## src/rtl/telem_pkg.sv

```systemverilog
// Shared constants and types for the telemetry receiver: sync bytes, frame
// length, frame/byte-receiver state enums and the debug state bundle.
package telem_pkg;

    localparam logic [7:0] SYNC1_BYTE  = 8'hAA;
    localparam logic [7:0] SYNC2_BYTE  = 8'h55;
    localparam int         PAYLOAD_LEN = 6;

    typedef enum logic [1:0] {
        SYNC1   = 2'd0,
        SYNC2   = 2'd1,
        PAYLOAD = 2'd2
    } telem_state_e;

    typedef enum logic [2:0] {
        RX_IDLE      = 3'd0,
        RX_START     = 3'd1,
        RX_DATA      = 3'd2,
        RX_STOP      = 3'd3,
        RX_WAIT_HIGH = 3'd4
    } rx_state_e;

    typedef struct packed {
        telem_state_e frame_state;
        logic [2:0]   idx;
        rx_state_e    rx_state;
    } telem_dbg_t;

endpackage

```

## src/rtl/telem_uart_rx.sv

```systemverilog
// 8N1 byte receiver: 2-flop synchronizer, half-bit start re-check, centre
// sampling of data and stop bits. A bad stop bit waits for RX high to re-arm.
module telem_uart_rx
    import telem_pkg::*;
#(
    parameter int BAUD_DIV = 2604
) (
    input  logic       clk,
    input  logic       rst,
    input  logic       RX,
    output logic       byte_rdy,
    output logic [7:0] byte_data,
    output logic       frm_err,
    output rx_state_e  state_o
);

    localparam int CNT_W = $clog2(BAUD_DIV);
    localparam logic [CNT_W-1:0] HALF_M1 = CNT_W'(BAUD_DIV / 2 - 1);
    localparam logic [CNT_W-1:0] FULL_M1 = CNT_W'(BAUD_DIV - 1);

    logic [1:0]       sync_q;
    logic             prev_q;
    rx_state_e        state_q, state_d;
    logic [CNT_W-1:0] cnt_q, cnt_d;
    logic [2:0]       bit_q, bit_d;
    logic [7:0]       shift_q, shift_d;
    logic [7:0]       data_q, data_d;
    logic             rdy_q, rdy_d;
    logic             ferr_q, ferr_d;
    logic             rx_s;

    assign rx_s = sync_q[1];

    always_ff @(posedge clk) begin
        if (rst) begin
            sync_q  <= 2'b11;
            prev_q  <= 1'b1;
            state_q <= RX_IDLE;
            cnt_q   <= '0;
            bit_q   <= '0;
            shift_q <= '0;
            data_q  <= '0;
            rdy_q   <= 1'b0;
            ferr_q  <= 1'b0;
        end else begin
            sync_q  <= {sync_q[0], RX};
            prev_q  <= rx_s;
            state_q <= state_d;
            cnt_q   <= cnt_d;
            bit_q   <= bit_d;
            shift_q <= shift_d;
            data_q  <= data_d;
            rdy_q   <= rdy_d;
            ferr_q  <= ferr_d;
        end
    end

    always_comb begin
        state_d = state_q;
        cnt_d   = cnt_q;
        bit_d   = bit_q;
        shift_d = shift_q;
        data_d  = data_q;
        rdy_d   = 1'b0;
        ferr_d  = 1'b0;
        case (state_q)
            RX_IDLE: begin
                cnt_d = '0;
                if (prev_q && !rx_s) state_d = RX_START;
            end
            RX_START: begin
                if (cnt_q == HALF_M1) begin
                    cnt_d = '0;
                    bit_d = '0;
                    // A start bit that is high again by mid-bit was only a glitch.
                    state_d = rx_s ? RX_IDLE : RX_DATA;
                end else begin
                    cnt_d = cnt_q + CNT_W'(1);
                end
            end
            RX_DATA: begin
                if (cnt_q == FULL_M1) begin
                    cnt_d   = '0;
                    shift_d = {rx_s, shift_q[7:1]};
                    bit_d   = bit_q + 3'd1;
                    if (bit_q == 3'd7) state_d = RX_STOP;
                end else begin
                    cnt_d = cnt_q + CNT_W'(1);
                end
            end
            RX_STOP: begin
                if (cnt_q == FULL_M1) begin
                    cnt_d = '0;
                    if (rx_s) begin
                        rdy_d   = 1'b1;
                        data_d  = shift_q;
                        state_d = RX_IDLE;
                    end else begin
                        ferr_d  = 1'b1;
                        state_d = RX_WAIT_HIGH;
                    end
                end else begin
                    cnt_d = cnt_q + CNT_W'(1);
                end
            end
            RX_WAIT_HIGH: begin
                if (rx_s) state_d = RX_IDLE;
            end
            default: state_d = RX_IDLE;
        endcase
    end

    assign byte_rdy  = rdy_q;
    assign byte_data = data_q;
    assign frm_err   = ferr_q;
    assign state_o   = state_q;

endmodule

```

## src/rtl/telemetry_rcv.sv

```systemverilog
// Telemetry frame receiver: AA 55 sync, six payload bytes assembled into three
// 12-bit values. TELEM_NIB_CHK_EN enables the zero-upper-nibble payload check.
module telemetry_rcv
    import telem_pkg::*;
#(
    parameter int BAUD_DIV  = 2604,
    parameter int TO_CYCLES = 78120
) (
    input  logic        clk,
    input  logic        rst,
    input  logic        RX,
    output logic [11:0] batt_v,
    output logic [11:0] avg_curr,
    output logic [11:0] avg_torque,
    output logic        pkt_vld,
    output logic        pkt_err,
    output telem_dbg_t  dbg_o
);

    localparam int TO_W = $clog2(TO_CYCLES + 1);
    localparam logic [TO_W-1:0] TO_MAX = TO_W'(TO_CYCLES);
    localparam logic [2:0] LAST_IDX = 3'(PAYLOAD_LEN - 1);

    logic       byte_rdy;
    logic [7:0] byte_data;
    logic       frm_err;
    rx_state_e  rx_state;

    telem_uart_rx #(.BAUD_DIV(BAUD_DIV)) u_rx (
        .clk       (clk),
        .rst       (rst),
        .RX        (RX),
        .byte_rdy  (byte_rdy),
        .byte_data (byte_data),
        .frm_err   (frm_err),
        .state_o   (rx_state)
    );

    telem_state_e    state_q, state_d;
    logic [2:0]      idx_q, idx_d;
    logic [TO_W-1:0] idle_q, idle_d;
    // Only the bits the assembly uses are kept: low nibbles of b0/b2/b4, full b1/b3.
    logic [3:0]      nib_q [3], nib_d [3];
    logic [7:0]      lo_q  [2], lo_d  [2];
    logic [11:0]     batt_q, batt_d, curr_q, curr_d, torq_q, torq_d;
    logic            vld_q, vld_d, err_q, err_d;
    logic            abort, nib_bad;

    always_ff @(posedge clk) begin
        if (rst) begin
            state_q <= SYNC1;
            idx_q   <= '0;
            idle_q  <= '0;
            nib_q   <= '{default: '0};
            lo_q    <= '{default: '0};
            batt_q  <= '0;
            curr_q  <= '0;
            torq_q  <= '0;
            vld_q   <= 1'b0;
            err_q   <= 1'b0;
        end else begin
            state_q <= state_d;
            idx_q   <= idx_d;
            idle_q  <= idle_d;
            nib_q   <= nib_d;
            lo_q    <= lo_d;
            batt_q  <= batt_d;
            curr_q  <= curr_d;
            torq_q  <= torq_d;
            vld_q   <= vld_d;
            err_q   <= err_d;
        end
    end

`ifdef TELEM_NIB_CHK_EN
    assign nib_bad = (state_q == PAYLOAD) && !idx_q[0] && (byte_data[7:4] != 4'h0);
`else
    assign nib_bad = 1'b0;
`endif

    assign abort = (state_q != SYNC1) && (frm_err || (idle_q == TO_MAX));

    always_comb begin
        state_d = state_q;
        idx_d   = idx_q;
        nib_d   = nib_q;
        lo_d    = lo_q;
        batt_d  = batt_q;
        curr_d  = curr_q;
        torq_d  = torq_q;
        vld_d   = 1'b0;
        err_d   = 1'b0;

        if (state_q == SYNC1 || byte_rdy) begin
            idle_d = '0;
        end else if (idle_q != TO_MAX) begin
            idle_d = idle_q + TO_W'(1);
        end else begin
            idle_d = idle_q;
        end

        if (abort) begin
            state_d = SYNC1;
            idx_d   = '0;
            err_d   = 1'b1;
        end else if (byte_rdy) begin
            case (state_q)
                SYNC1: begin
                    if (byte_data == SYNC1_BYTE) state_d = SYNC2;
                end
                SYNC2: begin
                    if (byte_data == SYNC2_BYTE) begin
                        state_d = PAYLOAD;
                        idx_d   = '0;
                    end else if (byte_data != SYNC1_BYTE) begin
                        state_d = SYNC1;
                    end
                end
                PAYLOAD: begin
                    idx_d = idx_q + 3'd1;
                    if (nib_bad) begin
                        state_d = SYNC1;
                        idx_d   = '0;
                        err_d   = 1'b1;
                    end else if (idx_q == LAST_IDX) begin
                        batt_d  = {nib_q[0], lo_q[0]};
                        curr_d  = {nib_q[1], lo_q[1]};
                        torq_d  = {nib_q[2], byte_data};
                        vld_d   = 1'b1;
                        state_d = SYNC1;
                        idx_d   = '0;
                    end else if (idx_q[0]) begin
                        lo_d[idx_q[1]] = byte_data;
                    end else begin
                        nib_d[idx_q[2:1]] = byte_data[3:0];
                    end
                end
                default: state_d = SYNC1;
            endcase
        end
    end

    assign batt_v     = batt_q;
    assign avg_curr   = curr_q;
    assign avg_torque = torq_q;
    assign pkt_vld    = vld_q;
    assign pkt_err    = err_q;
    assign dbg_o      = '{frame_state: state_q, idx: idx_q, rx_state: rx_state};

endmodule

```

## config.mk

```make
export PLATFORM = sky130hd
export DESIGN_NAME = telemetry_rcv
export DESIGN_NICKNAME = d
export VERILOG_FILES = /design/src/rtl/telem_pkg.sv /design/src/rtl/telem_uart_rx.sv /design/src/rtl/telemetry_rcv.sv
export SDC_FILE = /design/constraint.sdc
export NUM_CORES = 1
export LEC_CHECK = 0
export ABC_AREA = 1
export BUFFER_PORTS_ARGS = -buffer_cell sky130_fd_sc_hd__buf_2
export CAP_MARGIN = 20
export CELL_PAD_IN_SITES_DETAIL_PLACEMENT = 1
export CELL_PAD_IN_SITES_GLOBAL_PLACEMENT = 1
export CORE_MARGIN = 5
export CORE_UTILIZATION = 47
export CTS_BUF_LIST = sky130_fd_sc_hd__clkbuf_16
export CTS_CLUSTER_DIAMETER = 60
export DETAILED_ROUTE_END_ITERATION = 10
export PLACE_DENSITY_LB_ADDON = 0.05
export SKIP_LAST_GASP = 1
export SYNTH_ARGS = -nofsm -noshare
export SYNTH_HDL_FRONTEND = slang
export SYNTH_SLANG_ARGS = --single-unit
export TNS_END_PERCENT = 10
```

## constraint.sdc

```tcl
create_clock -name clk -period 2.5 [get_ports clk]
set_input_delay 0.5 -clock clk [delete_from_list [all_inputs] [get_ports clk]]
set_output_delay 0.5 -clock clk [all_outputs]
set_load 0.01 [all_outputs]
```

# --- Yosys cells after proc, flatten, opt, wreduce, memory -nomap -nowiden ---
# Cells that the tools add are included.
classes:
  bitwise: 9
  n_mux: 33
  n_eq_ne: 25
  reduce_logical: 27
  n_addsub: 4
  order_cmp: 4
op_table:
  columns: ["operator", "n"]
  rows:
  - ["$pmux 12 s3", 1]
  - ["$mux 3", 11]
  - ["$mux 12", 2]
  - ["$add 17x1->17 const B", 1]
  - ["$eq 17x17->1 const B", 1]
  - ["$ne 17x17->1 const B", 1]
  - ["$bwmux 16", 1]
  - ["$pmux 3 s5", 1]
  - ["$ne 2x1->1 const B", 7]
  - ["$add 12x1->12 const B", 1]
  - ["$bwmux 12", 1]
  - ["$eq 12x11->1 const B", 1]
  - ["$eq 12x12->1 const B", 1]
  - ["$pmux 3 s2", 2]
  - ["$mux 2", 5]
  - ["$reduce_and 5->1", 2]
  - ["$eq 3x3->1 const B", 3]
  - ["$reduce_and 3->1", 3]
  - ["$demux 4 s2", 1]
  - ["$demux 8 s1", 1]
  - ["$eq 8x7->1 const B", 1]
  - ["$eq 8x8->1 const B", 1]
  - ["$mux 8", 1]
  - ["$ne 8x8->1 const B", 1]
  - ["other kinds (30)", 51]
word_totals:
  wordCells: 124
  regBits: 127

# --- Logic depth before layout (Yosys ltp) ---
# Gate-level depths: netlist of the first run.
logic_depth:
  word_depth: 6
  ltp_mapped: 12

# --- By module ---
# From an unflattened synthesis of the first run, not the netlist that was laid out.
hier_totals:
  cells_unflattened: 795
  area_unflattened_um2: 5606.6
modules_own_cells:
  columns: ["mod", "area_per_inst_um2", "n_inst", "cells_per_inst"]
  rows:
  - ["telemetry_rcv", 3779.9, 1, 534]
  - ["telem_uart_rx", 1826.8, 1, 261]

# --- Worst setup path before layout of the first run ---
# OpenSTA, ideal clock, no wires.
synth_path:
  path_type: "reg-to-reg"
  start: "register state_q[1]"
  end: "register lo_q[4] (netlist bit)"
  period_less_slack_ns: 1.566
  required_time_ns: 2.390
  setup_time_ns: 0.110
  arrival_ns: 1.456
  setup_slack_ns: 0.934
  stages_incl_launch_ff: 9
  path_buffers: 1
  path_cell_list: "dfxtp_1 > inv_2 > nor2_2 > nand2_2 > nor3_4 > buf_6 > nand4_1 > nand2_1 > nor2_1"
synth_between:
  elab_chain_cells: 4
  elab_cells_between_ends: 5
  cone_classes: "1 x eq/ne; 1 x bitwise; 3 x reduce/logical"
synth_rtl:
  columns: ["item", "line_no", "source"]
  rows:
  - ["from (decl)", "telemetry_rcv.sv:39", "telem_state_e state_q, state_d;"]
  - ["from (signal assigned)", "telemetry_rcv.sv:62", "state_q <= state_d;"]
  - ["$reduce_bool 2->1", "telemetry_rcv.sv:81", "assign abort = (state_q != SYNC1) && (frm_err || (idle_q == TO_MAX));"]
  - ["$logic_and 1x1->1", "telemetry_rcv.sv:81", null]
  - ["$not 1->1 (no source line)", null, null]
  - ["$reduce_and 5->1 (no source line) *", null, null]
  - ["to (signal assigned)", "telemetry_rcv.sv:66", "lo_q <= lo_d;"]
  - ["to (decl)", "telemetry_rcv.sv:44", "logic [7:0] lo_q [2], lo_d [2];"]
# Every way passes the cells marked *; elsewhere a longest branch is shown, timed or not.
# A chain may end at the register's enable or synchronous reset.

# --- Worst setup path in the final report of the first run ---
layout_path:
  start: "register idle_q[0]"
  end: "register curr_q[11] (netlist: avg_curr[11])"
layout_between:
  elab_chain_cells: 5
layout_rtl:
  columns: ["item", "line_no", "source"]
  rows:
  - ["from (decl)", "telemetry_rcv.sv:41", "logic [TO_W-1:0] idle_q, idle_d;"]
  - ["from (signal assigned)", "telemetry_rcv.sv:64", "idle_q <= idle_d;"]
  - ["$eq 17x17->1", "telemetry_rcv.sv:81", null]
  - ["$logic_or 1x1->1", "telemetry_rcv.sv:81", null]
  - ["$logic_and 1x1->1", "telemetry_rcv.sv:81", null]
  - ["$not 1->1 (no source line)", null, null]
  - ["$reduce_and 4->1 (no source line)", null, null]
  - ["to (signal assigned)", "telemetry_rcv.sv:68", "curr_q <= curr_d;"]
  - ["to (decl)", "telemetry_rcv.sv:45", "logic [11:0] batt_q, batt_d, curr_q, curr_d, torq_q, torq_d;"]
# No other way between the ends.

==> impl_metrics.py, run 1 <==
metrics = {
    "outcome": {
        "status": "complete, no violations",
    },
    "sta": {
        "setup_viol": 0,
        "fin_ws_ns": 0.457,
        "hold_viol_final": 0,
        "max_freq_ghz": 0.489,
        "fin_crit_sh_pct": 81.7,
        "tns_ns": 0,
        "finClkSkew_ns": 0.00858,
        "rsz0062_at_grt": "no",
        "report.final.slew_viol_count": 0,
        "final.min_clock_period_ns": 2.04,
        "slew_headroom_pct": 49.3,
        "worst_slew_pin_slew_ns": 0.758,
    },
    "yosys": {
        "synth_cells": 806,
        "ys.warnings.count": 0,
        "avgSynthCellArea_um2": 7.29,
        "ys_seq_elements": 127,
        "ys_seq_area_share_pct": 43.3,
        "synth_cell_type_count": 39,
        "netlist_area_um2": 5870,
        "syn_nets": 815,
    },
    "layout": {
        "drive_above_1_share_pct": 15.7,
        "fin_cells": 1029,
        "fill_cells": 1553,
        "layout_commonest_cell": "nand2_1",
        "mostFrequentLayoutCells": "nand2_1, dfxtp_1, inv_1",
        "fin_nets": 857,
        "multi_input_area_um2": 2640,
        "regArea_um2": 2540,
        "area_growth_pct": 16.7,
        "antenna_cells": 0,
    },
    "routing": {
        "final_antenna_net_count": 0,
        "drc_errors": 0,
        "routedWlPerCell_um": 15.1,
        "wirelength_um": 15500,
        "drt_iter0_drc": 265,
        "viasPerCell": 5.23,
        "first_pass_iters": 4,
        "vias": 5384,
    },
    "critical_path": {
        "required_ns": 2.79,
        "r2r_slack_ns": 0.46,
        "path_max_fanout": 72,
        "critPathCaptureType": "flop",
        "start_kind": "flop",
        "worstRegToRegCells": 10,
        "cp.arrival_ns": 2.34,
        "path_class": "flop to flop",
    },
    "pwr": {
        "intPower_mw": 3.99,
        "ir_drop_mv": 0.553,
        "combPwrFrac_pct": 5.5,
        "swShare_pct": 22.5,
        "p_per_area_nw_per_um2": 752,
        "seqPwrFrac_pct": 40.1,
        "clkPwrFrac_pct": 54.4,
        "p_switching_mw": 1.16,
        "power.leakage_nw": 2.85,
    },
    "clock_tree": {
        "cts_root_buf": "clkbuf_16",
        "htreeDepth": 4,
        "ctsHoldBuffers": 0,
        "clkTransAtPathRegs_ns": 0.06,
        "cts_tree": "yes",
        "ctsResizeCount": 0,
        "clock-sinks": 127,
        "clock_latency_ns": 0.43,
        "post_cts_buffers": 0,
        "cts_buffers": 17,
        "cts_buffer_depth": 2,
    },
    "place": {
        "portBuffers": 48,
        "place_hpwl_um": 10200,
        "place.gp.congestion": 0.810,
        "dp_cells": 997,
        "dp_slack_ns": 0.498,
    },
    "global_route": {
        "antenna_found_initial": 0,
        "grt_max_degree": 73,
        "grtUsageTotal_pct": 22.2,
        "overflow": 0,
        "grt_pass1_wl_um": 26600,
        "grt_pass1_vias": 5588,
    },
    "die": {
        "dieArea_um2": 14800,
        "start_util_pct": 48.5,
        "core_area_um2": 12100,
        "die_h_um": 122,
        "num_rows": 40,
        "ios": 49,
        "die_w_um": 122,
    },
    "min_path": {
        "worstHoldPathType": "input pin to flop",
        "worstHoldPathCells": 2,
    },
    "flow_run": {
        "maxCapViolations": 0,
    },
}
-- path summary, 6_finish.rpt --
| kind | startpoint | to |
|---|---|---|
| setup / recovery | idle_q[0]$_SDFFE_PP0N_ | avg_curr[11]$_SDFFE_PP0P_ |
| setup reg to reg | idle_q[0]$_SDFFE_PP0N_ | avg_curr[11]$_SDFFE_PP0P_ |
| hold / removal | RX | u_rx.sync_q[0]$_SDFF_PP1_ |
| hold reg to reg | u_rx.sync_q[0]$_SDFF_PP1_ | u_rx.sync_q[1]$_SDFF_PP1_ |
-- worst max-delay path, stage by stage (launching register included) --
cell     delay [ns]
dfxtp_1        0.41
inv_1          0.07
ha_1           0.19
nand2_1        0.11
nor2_4         0.06
nand3_4        0.11
nand2_4        0.08
nand2_8        0.35
nand2_8        0.28
nand2_1        0.15
a21oi_1        0.07
-- power by group through the flow --
stage                     clock, mW  sequential [mW]  combinational, mW
final                          2.80             2.07              0.281
after CTS                      2.85             2.07              0.285
after global placement            0             2.11              0.266
after floorplan                   0             2.11              0.189
after detailed placement          0             2.11              0.281
after global routing           2.95             2.07              0.327
-- cell type report --
type	instances	share of cell area (%)
multi-input cells	517	38.6
flip-flops and latches	127	37.1
inverters	128	7.01
clock buffers	17	6.21
repair buffers	57	4.49
clock inverters	15	3.54
well taps	168	3.07
-- sequential cells by signal (all words and copies together), names as in the netlist, 12 cells and up --
register    count
lo_q           16
avg_torque     12
avg_curr       12
batt_v         12
u_rx.cnt_q     12
idle_q         17
nib_q          12
-- synthesized netlist by cell type --
cell type / instances / area (um2)
a211oi_1: 2 / 15.0
a21boi_0: 1 / 7.51
a21oi_1: 74 / 370
a21oi_2: 9 / 78.8
a221oi_1: 1 / 8.76
a31oi_1: 3 / 18.8
and3_1: 1 / 6.26
buf_1: 3 / 11.3
buf_2: 13 / 65.1
buf_4: 2 / 15.0
buf_6: 6 / 67.6
buf_8: 1 / 15.0
clkbuf_1: 9 / 33.8
clkinv_1: 1 / 3.75
dfxtp_1: 127 / 2540
ha_1: 6 / 75.1
inv_1: 122 / 458
inv_2: 5 / 18.8
nand2_1: 162 / 608
nand2_2: 10 / 62.6
nand2_4: 2 / 22.5
nand2_8: 2 / 40.0
nand3_1: 59 / 295
nand3_2: 4 / 40.0
nand3_4: 3 / 52.6
nand4_1: 38 / 238
nor2_1: 65 / 244
nor2_2: 3 / 18.8
nor2_4: 2 / 22.5
nor2_8: 1 / 20.0
nor3_1: 15 / 75.1
nor3_2: 2 / 20.0
nor3_4: 2 / 32.5
nor4_1: 4 / 25.0
o21a_1: 2 / 15.0
o21ai_0: 40 / 200
o31ai_1: 1 / 7.51
or2_2: 2 / 12.5
xor2_1: 1 / 8.76
-- per-layer routing --
layer / GRT usage, % / routed length [um] / vias up
met2: 38.0 / 7700 / 78
met1: 27.8 / 7170 / 2594
met3: 4.97 / 477 / 16
met5: 0 / 0 / -
met4: 7.07 / 180 / 0
li1: - / - / 2696
-- through the flow --
stage               util, %  cell area [um2]  power [mW]  hold WS (ns)
floorplan                 -             5870        2.30         0.389
global placement       51.0             6180        2.38         0.396
detailed placement     51.0             6180        2.39         0.398
CTS                    56.6             6850        5.20         0.243
global route           56.6             6850        5.35         0.254
finish                 56.6             6850        5.15         0.258
-- kinds of logic after synthesis --
family                     synth area share (%)
DFF                                        43.3
xor gates and xnor gates                  0.149
buffers and inverters                      11.7
AOI/OAI and AO/OA                          12.3
and+or+nand+nor                            31.3
adders and majority gates                  1.28
No activity file was read; power rests on OpenSTA's default activity.
==> inputs of run 2 (changes only) <==
- CORE_UTILIZATION: 47 -> 39
- clock period: 2.5 -> 1.6 ns (I/O delays scaled with it)
==> impl_metrics.py, run 2 (same netlist as run 1, synthesis figures left out) <==
metrics = {
    "min_path": {
        "min_from": "RX",
        "worstHoldPathCells": 2,
        "whs_endpoint": "u_rx.sync_q[0]$_SDFF_PP1_",
        "worstHoldPathType": "input pin to flop",
    },
    "routing": {
        "drc_errors": 0,
        "viasPerCell": 5.07,
        "drt_iter0_drc": 205,
        "wirelength_um": 16800,
        "final_antenna_net_count": 0,
        "first_pass_iters": 4,
        "routedWlPerCell_um": 15.2,
        "vias": 5602,
    },
    "sta": {
        "report.final.slew_viol_count": 0,
        "fin_crit_sh_pct": 101,
        "final.min_clock_period_ns": 1.61,
        "slew_headroom_pct": 70.2,
        "hold_viol_final": 0,
        "finClkSkew_ns": 0.00818,
        "hold-worst-slack_ns": 0.0830,
        "max_freq_ghz": 0.622,
        "worst_slew_pin_slew_ns": 0.447,
        "setup_viol": 1,
        "rsz0062_at_grt": "yes",
        "fin_ws_ns": -0.00833,
    },
    "clock_tree": {
        "cts_buffer_depth": 2,
        "ctsHoldBuffers": 0,
        "cts_root_buf": "clkbuf_16",
        "cts_tree": "yes",
        "clock-sinks": 127,
        "clock_latency_ns": 0.42,
        "clkTransAtPathRegs_ns": 0.06,
        "cts_buffers": 17,
        "htreeDepth": 4,
    },
    "flow_run": {
        "maxCapViolations": 0,
    },
    "layout": {
        "layout_commonest_cell": "nand2_1",
        "largest_reg_flops": 17,
        "largest_register": "idle_q",
        "fin_nets": 917,
        "fill_cells": 1831,
        "largest_registers": "idle_q: 17 flops, lo_q: 16 flops",
        "area_growth_pct": 30.2,
        "antenna_cells": 0,
        "mostFrequentLayoutCells": "nand2_1, dfxtp_1, inv_1",
        "drive_above_1_share_pct": 27.2,
    },
    "critical_path": {
        "path_class": "flop to flop",
        "required_ns": 1.96,
        "cp.arrival_ns": 1.96,
        "r2r_slack_ns": -0.008,
        "start_kind": "flop",
        "path_max_fanout": 5,
        "timing.rr.end": "u_rx.state_o[1]$_SDFFE_PP0P_",
        "worstRegToRegCells": 9,
        "cp_slowest_cell": "dfxtp_2",
        "crit_chain": "buf_4 -> ha_1 -> and3_1 -> nand3_1 -> nand2_1 -> buf_4 -> nand3_2 -> nand2_1 -> a21oi_2",
        "r2r-start": "u_rx.cnt_q[0]$_SDFFE_PP0P_",
        "slowest_delay_ns": 0.33,
        "critPathCaptureType": "flop",
    },
    "outcome": {
        "status": "finished with violations",
        "violations": "negative setup slack",
    },
    "pwr": {
        "ir_drop_mv": 0.774,
        "p_per_area_nw_per_um2": 1010,
        "power.leakage_nw": 3.22,
    },
    "global_route": {
        "grtUsageTotal_pct": 18.5,
        "grt_pass1_vias": 5615,
        "antenna_found_initial": 0,
        "grt_max_degree": 39,
        "grt_pass1_wl_um": 26900,
        "overflow": 0,
    },
    "place": {
        "place.gp.congestion": 0.823,
        "place_hpwl_um": 11400,
        "dp_slack_ns": -0.101,
        "portBuffers": 48,
    },
    "die": {
        "num_rows": 44,
        "dieArea_um2": 17600,
        "ios": 49,
        "start_util_pct": 40.1,
        "die_h_um": 133,
        "core_area_um2": 14600,
        "die_w_um": 133,
    },
}
run 2: changes by cell type in the layout (fill, tap and decap cells not counted), moves of 11 or more:
cell     previous run  this run
nor2_1             65        54
dfxtp_1           127       113
inv_1             122       111
nand2_2            10        23
nand2_1           162       146
inv_2               5        16
buf_4               9        52
run 2: metal layers:
layer | track usage (%) | routed length (um) | vias up
li1 | - | - | 2817
met1 | 23.5 | 8090 | 2687
met2 | 31.3 | 7960 | 79
met3 | 3.72 | 454 | 19
met4 | 6.06 | 269 | 0
met5 | 0 | 0 | -
run 2: worst max path at each step:
| stage | from | endpoint | slack [ns] | cells after the start |
|---|---|---|---|---|
| 4_1_cts | idle_q[0]$_SDFFE_PP0N_ | lo_q[14]$_SDFFE_PP0P_ | -0.08 | 12 |
| 2_1_floorplan | state_q[1]$_SDFFE_PP0P_ | lo_q[4]$_SDFFE_PP0P_ | 0.03 | 8 |
| 5_1_grt | idle_q[5]$_SDFFE_PP0N_ | lo_q[4]$_SDFFE_PP0P_ | -0.07 | 12 |
| 3_3_place_gp | u_rx.cnt_q[0]$_SDFFE_PP0P_ | u_rx.cnt_q[3]$_SDFFE_PP0P_ | -0.04 | 10 |
| 6_report | u_rx.cnt_q[0]$_SDFFE_PP0P_ | u_rx.state_o[1]$_SDFFE_PP0P_ | -0.008 | 9 |
| 3_5_place_dp | u_rx.cnt_q[0]$_SDFFE_PP0P_ | u_rx.cnt_q[3]$_SDFFE_PP0P_ | -0.10 | 10 |
run 2: final cells by class:
type                       instances  area, um2  share of cell area (%)
multi-input combinational        520       2860                    37.4
sequential                       127       2570                    33.6
timing repair buffer             114        902                    11.8
inverter                         128        483                    6.32
clock buffer                      17        425                    5.57
tap                              184        230                    3.01
clock inverter                    14        175                    2.29
run 2: stage by stage:
stage / std cells / util (%) / TNS, ns / instance area, um2 / total power [mW]
CTS: 1093 / 49.7 / -1.22 / 7280 / 7.76
global route: 1104 / 52.2 / -2.15 / 7640 / 8.00
floorplan: 806 / - / 0 / 5870 / 3.60
detailed placement: 1053 / 44.8 / -1.53 / 6570 / 3.75
finish: 1104 / 52.2 / -0.00833 / 7640 / 7.70
global placement: 1053 / 44.8 / -0.0636 / 6570 / 3.73
run 2: report_power, final:
part	total [mW]	switching, mW	internal (mW)
Clock	3.97	1.41	2.57
Combinational	0.490	0.319	0.170
Sequential	3.24	0.0441	3.19
run 2: what timing repair did:
action	4_1_cts	5_1_grt
pin swaps	6	24
resized for setup	12	74
cloned	1	6
setup buffers	8	5
endpoints found under the setup margin	56	103
run 2: worst max-delay path: cells and delay by family (launching register included):
| kind | cells | cell delay [ns] |
|---|---|---|
| adders and majority gates | 1 | 0.19 |
| and+or+nand+nor | 5 | 0.55 |
| DFF | 1 | 0.33 |
| buffers and inverters | 2 | 0.34 |
| AOI/OAI and AO/OA | 1 | 0.14 |
